[src/rtl/trap_ctrl_pkg.sv]
// Shared definitions for the trap sequencer: CSR addresses, cause codes and
// the FSM state encoding.
package trap_ctrl_pkg;

  localparam logic [11:0] CSR_MSTATUS = 12'h300;
  localparam logic [11:0] CSR_MTVEC   = 12'h305;
  localparam logic [11:0] CSR_MEPC    = 12'h341;
  localparam logic [11:0] CSR_MCAUSE  = 12'h342;
  localparam logic [11:0] CSR_MTVAL   = 12'h343;

  localparam logic [31:0] CAUSE_ILLEGAL = 32'h0000_0002;
  localparam logic [31:0] CAUSE_EBREAK  = 32'h0000_0003;
  localparam logic [31:0] CAUSE_ECALL   = 32'h0000_000B;
  localparam logic [31:0] CAUSE_IRQ_EXT = 32'h8000_000B;
  localparam logic [31:0] CAUSE_IRQ_SW  = 32'h8000_0003;
  localparam logic [31:0] CAUSE_IRQ_TMR = 32'h8000_0007;

  typedef enum logic [2:0] {
    ST_IDLE,
    ST_W_MEPC,
    ST_W_MCAUSE,
    ST_W_MTVAL,
    ST_W_MSTATUS,
    ST_JUMP,
    ST_R_MSTATUS,
    ST_MJUMP
  } state_e;

  // States that drive a CSR write and therefore yield to an idex write.
  function automatic logic is_write_state(input state_e s);
    return (s == ST_W_MEPC) || (s == ST_W_MCAUSE) || (s == ST_W_MTVAL) ||
           (s == ST_W_MSTATUS) || (s == ST_R_MSTATUS);
  endfunction

endpackage

[src/rtl/trap_prio.sv]
// Combinational event selector: picks the highest-priority exception, mret or
// enabled interrupt and produces its cause, return PC and trap value.
module trap_prio
  import trap_ctrl_pkg::*;
(
  input  logic        exc_ecall_i,
  input  logic        exc_ebreak_i,
  input  logic        exc_illegal_i,
  input  logic        mret_i,
  input  logic [31:0] inst_i,
  input  logic [31:0] inst_pc_i,
  input  logic [31:0] next_pc_i,
  input  logic        int_ok_i,
  input  logic        ex_trap_i,
  input  logic        soft_trap_i,
  input  logic        tcmp_trap_i,
  input  logic        mie_i,
  output logic        valid_o,
  output logic        is_mret_o,
  output logic [31:0] cause_o,
  output logic [31:0] ret_pc_o,
  output logic [31:0] tval_o
);

  logic irq_en;
  assign irq_en = mie_i & int_ok_i;

  // NOTE: every output gets a default before the priority chain so no path
  // through always_comb leaves a variable unassigned, which would infer a latch.
  always_comb begin
    valid_o   = 1'b0;
    is_mret_o = 1'b0;
    cause_o   = '0;
    ret_pc_o  = '0;
    tval_o    = '0;
    if (exc_illegal_i) begin
      valid_o  = 1'b1;
      cause_o  = CAUSE_ILLEGAL;
      ret_pc_o = inst_pc_i;
      tval_o   = inst_i;
    end else if (exc_ebreak_i) begin
      valid_o  = 1'b1;
      cause_o  = CAUSE_EBREAK;
      ret_pc_o = inst_pc_i;
    end else if (exc_ecall_i) begin
      valid_o  = 1'b1;
      cause_o  = CAUSE_ECALL;
      ret_pc_o = inst_pc_i;
    end else if (mret_i) begin
      valid_o   = 1'b1;
      is_mret_o = 1'b1;
    end else if (irq_en && (ex_trap_i || soft_trap_i || tcmp_trap_i)) begin
      valid_o  = 1'b1;
      ret_pc_o = next_pc_i;
      if (ex_trap_i)        cause_o = CAUSE_IRQ_EXT;
      else if (soft_trap_i) cause_o = CAUSE_IRQ_SW;
      else                  cause_o = CAUSE_IRQ_TMR;
    end
  end

endmodule

[src/rtl/trap_ctrl.sv]
// Trap sequencer: on an exception, interrupt or mret it stalls the pipeline,
// walks the CSR trap channel in a fixed order and issues one redirect strobe.
module trap_ctrl
  import trap_ctrl_pkg::*;
#(
  parameter bit VECTORED      = 1'b1,
  parameter int RST_PC_UNUSED = 0
) (
  input  logic        clk,
  input  logic        rst,
  input  logic        exc_ecall_i,
  input  logic        exc_ebreak_i,
  input  logic        exc_illegal_i,
  input  logic        mret_i,
  input  logic [31:0] inst_i,
  input  logic [31:0] inst_pc_i,
  input  logic [31:0] next_pc_i,
  input  logic        int_ok_i,
  input  logic        ex_trap_i,
  input  logic        soft_trap_i,
  input  logic        tcmp_trap_i,
  input  logic        mstatus_MIE3,
  input  logic [31:0] mepc_i,
  input  logic        idex_csr_we_i,
  output logic        trap_csr_we_o,
  output logic [11:0] trap_csr_addr_o,
  output logic [31:0] trap_csr_wdata_o,
  input  logic [31:0] trap_csr_rdata_i,
  output logic        hold_o,
  output logic        jump_en_o,
  output logic [31:0] jump_addr_o
);

  if (RST_PC_UNUSED != 0) begin : g_rst_pc_check
    $error("trap_ctrl: RST_PC_UNUSED is reserved and must be 0");
  end

  state_e      state_q, state_d;
  logic [31:0] cause_q, cause_d;
  logic [31:0] pc_q, pc_d;
  logic [31:0] tval_q, tval_d;

  logic        ev_valid, ev_is_mret;
  logic [31:0] ev_cause, ev_ret_pc, ev_tval;

  trap_prio u_prio (
    .exc_ecall_i   (exc_ecall_i),
    .exc_ebreak_i  (exc_ebreak_i),
    .exc_illegal_i (exc_illegal_i),
    .mret_i        (mret_i),
    .inst_i        (inst_i),
    .inst_pc_i     (inst_pc_i),
    .next_pc_i     (next_pc_i),
    .int_ok_i      (int_ok_i),
    .ex_trap_i     (ex_trap_i),
    .soft_trap_i   (soft_trap_i),
    .tcmp_trap_i   (tcmp_trap_i),
    .mie_i         (mstatus_MIE3),
    .valid_o       (ev_valid),
    .is_mret_o     (ev_is_mret),
    .cause_o       (ev_cause),
    .ret_pc_o      (ev_ret_pc),
    .tval_o        (ev_tval)
  );

  // Vectored mode applies only to interrupts; the code is the cause without bit 31.
  logic [31:0] mtvec_base, vec_off, trap_target;
  assign mtvec_base  = {trap_csr_rdata_i[31:2], 2'b00};
  assign vec_off     = (cause_q & 32'h7FFF_FFFF) << 2;
  assign trap_target = (VECTORED && trap_csr_rdata_i[0] && cause_q[31])
                       ? mtvec_base + vec_off : mtvec_base;

  // NOTE: sequential state uses non-blocking assignments so every register
  // samples the pre-edge values regardless of statement order.
  always_ff @(posedge clk) begin
    if (rst) begin
      state_q <= ST_IDLE;
      cause_q <= '0;
      pc_q    <= '0;
      tval_q  <= '0;
    end else begin
      state_q <= state_d;
      cause_q <= cause_d;
      pc_q    <= pc_d;
      tval_q  <= tval_d;
    end
  end

  always_comb begin
    state_d          = state_q;
    cause_d          = cause_q;
    pc_d             = pc_q;
    tval_d           = tval_q;
    trap_csr_we_o    = 1'b0;
    trap_csr_addr_o  = '0;
    trap_csr_wdata_o = '0;
    hold_o           = 1'b0;
    jump_en_o        = 1'b0;
    jump_addr_o      = '0;

    unique case (state_q)
      ST_IDLE: begin
        hold_o = ev_valid;
        if (ev_valid) begin
          if (ev_is_mret) begin
            state_d = ST_R_MSTATUS;
          end else begin
            state_d = ST_W_MEPC;
            cause_d = ev_cause;
            pc_d    = ev_ret_pc;
            tval_d  = ev_tval;
          end
        end
      end
      ST_W_MEPC: begin
        hold_o           = 1'b1;
        trap_csr_we_o    = 1'b1;
        trap_csr_addr_o  = CSR_MEPC;
        trap_csr_wdata_o = pc_q;
        state_d          = ST_W_MCAUSE;
      end
      ST_W_MCAUSE: begin
        hold_o           = 1'b1;
        trap_csr_we_o    = 1'b1;
        trap_csr_addr_o  = CSR_MCAUSE;
        trap_csr_wdata_o = cause_q;
        state_d          = ST_W_MTVAL;
      end
      ST_W_MTVAL: begin
        hold_o           = 1'b1;
        trap_csr_we_o    = 1'b1;
        trap_csr_addr_o  = CSR_MTVAL;
        trap_csr_wdata_o = tval_q;
        state_d          = ST_W_MSTATUS;
      end
      ST_W_MSTATUS: begin
        hold_o           = 1'b1;
        trap_csr_we_o    = 1'b1;
        trap_csr_addr_o  = CSR_MSTATUS;
        trap_csr_wdata_o = {24'h0, trap_csr_rdata_i[3], 7'h0};
        state_d          = ST_JUMP;
      end
      ST_JUMP: begin
        hold_o          = 1'b1;
        trap_csr_addr_o = CSR_MTVEC;
        jump_en_o       = 1'b1;
        jump_addr_o     = trap_target;
        state_d         = ST_IDLE;
      end
      ST_R_MSTATUS: begin
        hold_o           = 1'b1;
        trap_csr_we_o    = 1'b1;
        trap_csr_addr_o  = CSR_MSTATUS;
        trap_csr_wdata_o = {24'h0, 1'b1, 3'h0, trap_csr_rdata_i[7], 3'h0};
        state_d          = ST_MJUMP;
      end
      ST_MJUMP: begin
        hold_o      = 1'b1;
        jump_en_o   = 1'b1;
        jump_addr_o = mepc_i;
        state_d     = ST_IDLE;
      end
      default: state_d = ST_IDLE;
    endcase

    // An idex CSR write wins the port; stay put and retry the same write.
    if (is_write_state(state_q) && idex_csr_we_i) state_d = state_q;
  end

endmodule
[config.mk]
export PLATFORM = sky130hd
export DESIGN_NAME = trap_ctrl
export DESIGN_NICKNAME = d
export VERILOG_FILES = /design/src/rtl/trap_ctrl_pkg.sv /design/src/rtl/trap_prio.sv /design/src/rtl/trap_ctrl.sv
export SDC_FILE = /design/constraint.sdc
export NUM_CORES = 1
export LEC_CHECK = 0
export ABC_AREA = 1
export CAP_MARGIN = 20
export CELL_PAD_IN_SITES_DETAIL_PLACEMENT = 0
export CELL_PAD_IN_SITES_GLOBAL_PLACEMENT = 1
export CORE_MARGIN = 10
export CORE_UTILIZATION = 26
export CTS_CLUSTER_DIAMETER = 150
export DETAILED_ROUTE_END_ITERATION = 10
export PLACE_DENSITY = 0.83
export SYNTH_ARGS = -nofsm -noshare
export SYNTH_HDL_FRONTEND = slang
export SYNTH_SLANG_ARGS = --single-unit
[constraint.sdc]
create_clock -name clk -period 2.2 [get_ports clk]
set_clock_uncertainty 0.1 [all_clocks]
set_input_delay 0.33 -clock clk [delete_from_list [all_inputs] [get_ports clk]]
set_output_delay 0.33 -clock clk [all_outputs]
set_load 0.05 [all_outputs]
=== Word level (Yosys, flattened, before mapping) ===
Cells that the tools add are included.

* Bits in registers: 99
* Latch bits: 0
* Bits in writable memories: 0
* Bits in read-only memories: 0
* Input bits: 172
* Output and inout bits: 79
* Logic and storage cells: 64
* Memories kept: 0

* Add/sub/neg operators: 1
* Multiply operators: 0
* Div/mod/pow operators: 0
* Magnitude comparators: 0
* Eq/ne operators: 8
* Shifts and indexed selects: 0
* Mux-type cells: 32
* Bitwise gates (word level): 3
* Reductions and logical operators: 16

{| class="wikitable"
|+ Operators by type and width
! operator !! number
|-
| $mux W32 || 13
|-
| $pmux W32 S5 || 1
|-
| $pmux W32 S2 || 1
|-
| $pmux W10 S5 || 1
|-
| $add A32 B32 Y32 || 1
|-
| $pmux W3 S7 || 1
|-
| $eq A3 B3 Y1 const B || 4
|-
| $mux W1 || 11
|-
| $mux W3 || 3
|-
| $reduce_or A7 Y1 || 1
|-
| $eq A3 B2 Y1 const B || 2
|-
| $logic_or A1 B1 Y1 || 6
|-
| $reduce_or A5 Y1 || 1
|-
| $reduce_or A2 Y1 || 2
|-
| $eq A3 B1 Y1 const B || 1
|-
| $logic_and A1 B1 Y1 || 3
|-
| $logic_not A3 Y1 || 1
|-
| $reduce_and A3 Y1 || 1
|-
| $ne A2 B2 Y1 const B || 1
|-
| $not A1 Y1 || 2
|-
| $pmux W1 S2 || 1
|-
| $reduce_and A2 Y1 || 1
|-
| $and A1 B1 Y1 || 1
|}

=== Depth between registers and ports, before layout ===
* Word-level depth: 10
* Depth in mapped cells: 11
* Depth with buffers taken out: 10

=== Cells and area by module ===
From an unflattened synthesis, not the netlist that was laid out.

* Cells, all modules: 1443
* Area, all modules: 8343.0 µm²

{| class="wikitable"
|+ Modules (own cells, without submodules)
! module !! instances !! cells each !! area each (µm²)
|-
| trap_ctrl || 1 || 1186 || 6866.6
|-
| trap_prio || 1 || 257 || 1476.4
|}

=== Least setup slack after synthesis ===
OpenSTA, ideal clock, no wires.

* Path type: input -> output
* From: input port trap_csr_rdata_i[2]
* To: output port jump_addr_o[10]
* Arrival time: 2.423 ns
* Slack: -0.653 ns
* Stages on the path: 7
* Path buffers: 0
* Cell sequence: ha_1 fa_1 inv_1 o21ai_1 nand3_1 nor2_1 o21ai_0

* Cells in the longest elaborated chain, start to end: 3

{| class="wikitable"
|+ Ends and longest elaborated chain
! what !! line !! text
|-
| from (decl) || trap_ctrl.sv:28 || <nowiki>input logic [31:0] trap_csr_rdata_i,</nowiki>
|-
| $add A32 B32 Y32 || trap_ctrl.sv:71 || <nowiki>? mtvec_base + vec_off : mtvec_base;</nowiki>
|-
| $mux W32 || trap_ctrl.sv:71 ||
|-
| $pmux W32 S2 || trap_ctrl.sv:101 || <nowiki>unique case (state_q)</nowiki>
|-
| to (decl) || trap_ctrl.sv:31 || <nowiki>output logic [31:0] jump_addr_o</nowiki>
|}

No other way between the ends.

=== Worst setup path in the final report ===
* From: register cause_q[0]
* To: output port jump_addr_o[14]

* Cells in the longest elaborated chain, start to end: 3

{| class="wikitable"
|+ Ends and longest elaborated chain
! what !! line !! text
|-
| from (decl) || trap_ctrl.sv:39 || <nowiki>logic [31:0] cause_q, cause_d;</nowiki>
|-
| from (signal assigned) || trap_ctrl.sv:83 || <nowiki>cause_q <= cause_d;</nowiki>
|-
| $add A32 B32 Y32 || trap_ctrl.sv:71 ||
|-
| $mux W32 || trap_ctrl.sv:71 ||
|-
| $pmux W32 S2 || trap_ctrl.sv:101 ||
|}

No other way between the ends.

==> key figures <==
CTS
  • Cts hold-fix bufs: 0
  • Cts bufs inserted: 9
  • CTS tree: yes
  • Htree depth: 3
  • Max Buffers Root-to-Sink: 2
  • Latest clock arrival within the worst-skew pair: 0.33 ns
  • Clk root buf: clkbuf_16
  • Clock Sinks: 72
  • Clock Pin Slew Worst Setup and Hold Paths: 0.06 ns

Power
  • VDD IR-drop max: 0.5026 mV
  • Final total power: 7654 uW
  • Static leakage: 0.004206 uW
  • PD cells: 789.1 nW/um^2

Detailed routing
  • Drt initial violations: 299
  • Antenna Nets Post-Route: 0
  • Via/cell ratio: 4.784
  • Routed WL: 23620 um
  • Via count: 6540
  • DR WL/cell: 17.28 um
  • DRC viols: 0
  • DRT Pass-1 Iters: 5

Synth
  • Primary FF master, synth: dfxtp_1
  • Sequential area share after synthesis: 28.97%
  • Yosys warns: 0
  • Top cells by count, synth: nand2_1 (292), nand3_1 (136), inv_1 (87), dfxtp_1 (72), nor2_1 (51)
  • Largest cells by area after synthesis: dfxtp_1 (29%), nand2_1 (22%), nand3_1 (14%)
  • Share of the synthesized area in the top cell type: 28.97%
  • Mapped cell area: 4975 um^2
  • Asr flop ratio synth: 0%
  • Largest area contributor in the netlist: dfxtp_1
  • Post-synthesis register bit count: 72
  • Post-synth EDFFs: 0
  • Mapped Avg Cell Area: 5.965 um^2
  • Most frequent cell after synthesis: nand2_1
  • Synth unique cells: 29
  • Gate Count Post-Synth: 834

Placement
  • Pre-CTS setup slack: -0.8159 ns
  • GP Congestion: 0.8730
  • PortBufs: 243
  • HPWL Detailed: 18300 um

Setup path
  • CP peak stage delay: 0.36 ns
  • CP Depth: 10
  • R2r endpoint: state_q[2]$_SDFFE_PP0P_
  • R2R Setup Slk: 0.39 ns
  • CP arrival: 2.12 ns
  • Worst Path Max Fanout: 5
  • Crit path cell chain: ha_4 > fa_2 > inv_2 > o21ai_4 > nand3_4 > buf_6 > o21bai_1 > nand3_1 > nand2_2 > buf_12
  • Worst setup SP type: register
  • Worst flop-to-flop path startpoint: state_q[0]$_SDFFE_PP0P_
  • CP max-delay cell: dfxtp_4
  • WP data required: 1.77 ns
  • Crit end category: primary output
  • Worst r2r path cells: 8
  • Crit path to: jump_addr_o[14]
  • Worst setup startpoint: cause_q[0]$_SDFFE_PP0P_
  • Crit path buffers/inverters: 3
  • Setup CP Type: register to primary output
  • Delay-heaviest family, CP: simple AND/OR/NAND/NOR gates

Final layout
  • Layout fillers: 1772
  • NumNets Final: 1304
  • Ratio of cells with drive above 1 in the final layout: 24.47%
  • P&R area growth vs syn: 94.99%

Floorplan
  • Initial Util: 26.51%
  • Die Y: 158.3 um
  • Die area: 25070 um^2
  • Core outline area: 18770 um^2
  • Width of the die: 158.3 um
  • FP Rows: 50
  • IO Pins: 251

Outcome
  • Status: finished with violations
  • Failing checks: setup timing

STA
  • Minimum clock period: 2.547 ns
  • Setup_tns: -6.554 ns
  • PnR worst setup slack: -0.3465 ns
  • RSZ-0062 raised after global routing: yes
  • # setup viols final: 29
  • Final Hold Fails: 0
  • Max Freq: 0.3927 GHz
  • Final period utilization: 115.8%
  • Max Slew Vio Count: 0

Job
  • Max-Cap Viols: 0

Global routing
  • GRT Total Usage: 18.20%
  • Vias in the first global route: 6450
  • Grt ovf: 0
  • First-pass GRT wire length: 35780 um
  • Initial antenna violation count: 1
  • Pin count of the biggest net entering global routing: 57

Worst hold path
  • Hold Crit Class: register to register
-- routing by layer --
metal	routed length [um]	track usage, %	vias to the layer above
met4	341	4.323	2
met5	13	0	-
met2	11330	30.79	236
met1	9448	20.97	2971
met3	2481	7.339	23
li1	-	-	3308
-- per-stage QoR --
| step | hold WS, ns | cell area (um^2) | utilization, % | instances |
|---|---|---|---|---|
| global placement | 0.3479 | 8911 | 47.48 | 1345 |
| detailed placement | 0.3530 | 8911 | 47.48 | 1345 |
| finish | 0.3594 | 9701 | 51.69 | 1367 |
| global route | 0.3706 | 9698 | 51.67 | 1366 |
| floorplan | 0.3395 | 5045 | - | 839 |
| CTS | 0.3630 | 9635 | 51.34 | 1365 |
-- placed cells by master, fill, tap and decap left out, types with 6 or more instances in the layout --
| master | Yosys | layout |
|---|---|---|
| clkdlybuf4s50_1 | 0 | 153 |
| nand2_4 | 0 | 6 |
| nor2_1 | 51 | 36 |
| nand3_2 | 0 | 8 |
| nand2_1 | 292 | 265 |
| nand2_2 | 1 | 22 |
| nor2_2 | 0 | 9 |
| inv_2 | 4 | 8 |
| a32o_1 | 26 | 26 |
| conb_1 | 1 | 6 |
| dfxtp_1 | 72 | 65 |
| dlygate4sd2_1 | 0 | 16 |
| buf_12 | 0 | 80 |
| o21ai_0 | 21 | 8 |
| a21oi_1 | 50 | 43 |
| buf_4 | 7 | 70 |
| o21ai_2 | 0 | 11 |
| nand4_1 | 19 | 19 |
| buf_6 | 5 | 8 |
| nor2_4 | 1 | 7 |
| inv_1 | 87 | 80 |
| clkbuf_16 | 0 | 9 |
| nand3_1 | 136 | 123 |
-- cells by family (layout without fill, tap and decap cells) --
group / Yosys count / count (layout) / share of synthesized area, %
and+or+nand+nor: 508 / 508 / 43.59
DFF: 72 / 72 / 28.97
buffers and inverters: 143 / 436 / 12.25
AOI/OAI and AO/OA: 105 / 105 / 13.71
adders and majority gates: 5 / 5 / 1.409
other: 1 / 7 / 0.07538
-- repair_timing --
item	4_1_cts	5_1_grt
pin swaps	40	24
endpoints found under the setup margin	49	39
buffers inserted	7	1
resized for setup	117	14
-- worst min path at each step --
stage                            start                 endpoint  cells after the start
3_5_place_dp    tval_q[6]$_SDFFE_PP0P_   tval_q[6]$_SDFFE_PP0P_                      2
2_1_floorplan  tval_q[10]$_SDFFE_PP0P_  tval_q[10]$_SDFFE_PP0P_                      2
3_3_place_gp   tval_q[11]$_SDFFE_PP0P_  tval_q[11]$_SDFFE_PP0P_                      2
4_1_cts         tval_q[6]$_SDFFE_PP0P_   tval_q[6]$_SDFFE_PP0P_                      2
6_report        tval_q[7]$_SDFFE_PP0P_   tval_q[7]$_SDFFE_PP0P_                      2
5_1_grt        tval_q[21]$_SDFFE_PP0P_  tval_q[21]$_SDFFE_PP0P_                      2
-- tightest hold or removal path, stage by stage, from the launching register on --
cell and delay [ns]:
dfxtp_1 0.30, nand2_1 0.06, a21oi_1 0.05
-- where the power goes --
part           switching (uW)  internal [uW]
Clock                     553           1140
Sequential                201           1610
Combinational            2440           1720
Total                    3190           4460
-- registers in the layout (all words and copies together), names as in the netlist --
name and count:
pc_q 32, tval_q 32, cause_q 5, state_q 3
-- cell type report --
type                       instances  area [um^2]  area share, %
antenna                            1        2.502        0.02580
sequential                        72         1460          15.05
clock buffer                      11        242.7          2.502
clock inverter                     5        103.9          1.071
timing repair buffer             328         3894          40.14
tap                              234        292.8          3.018
inverter                          92        352.8          3.637
multi-input combinational        624         3352          34.55
(Power assumes the default switching activity.)
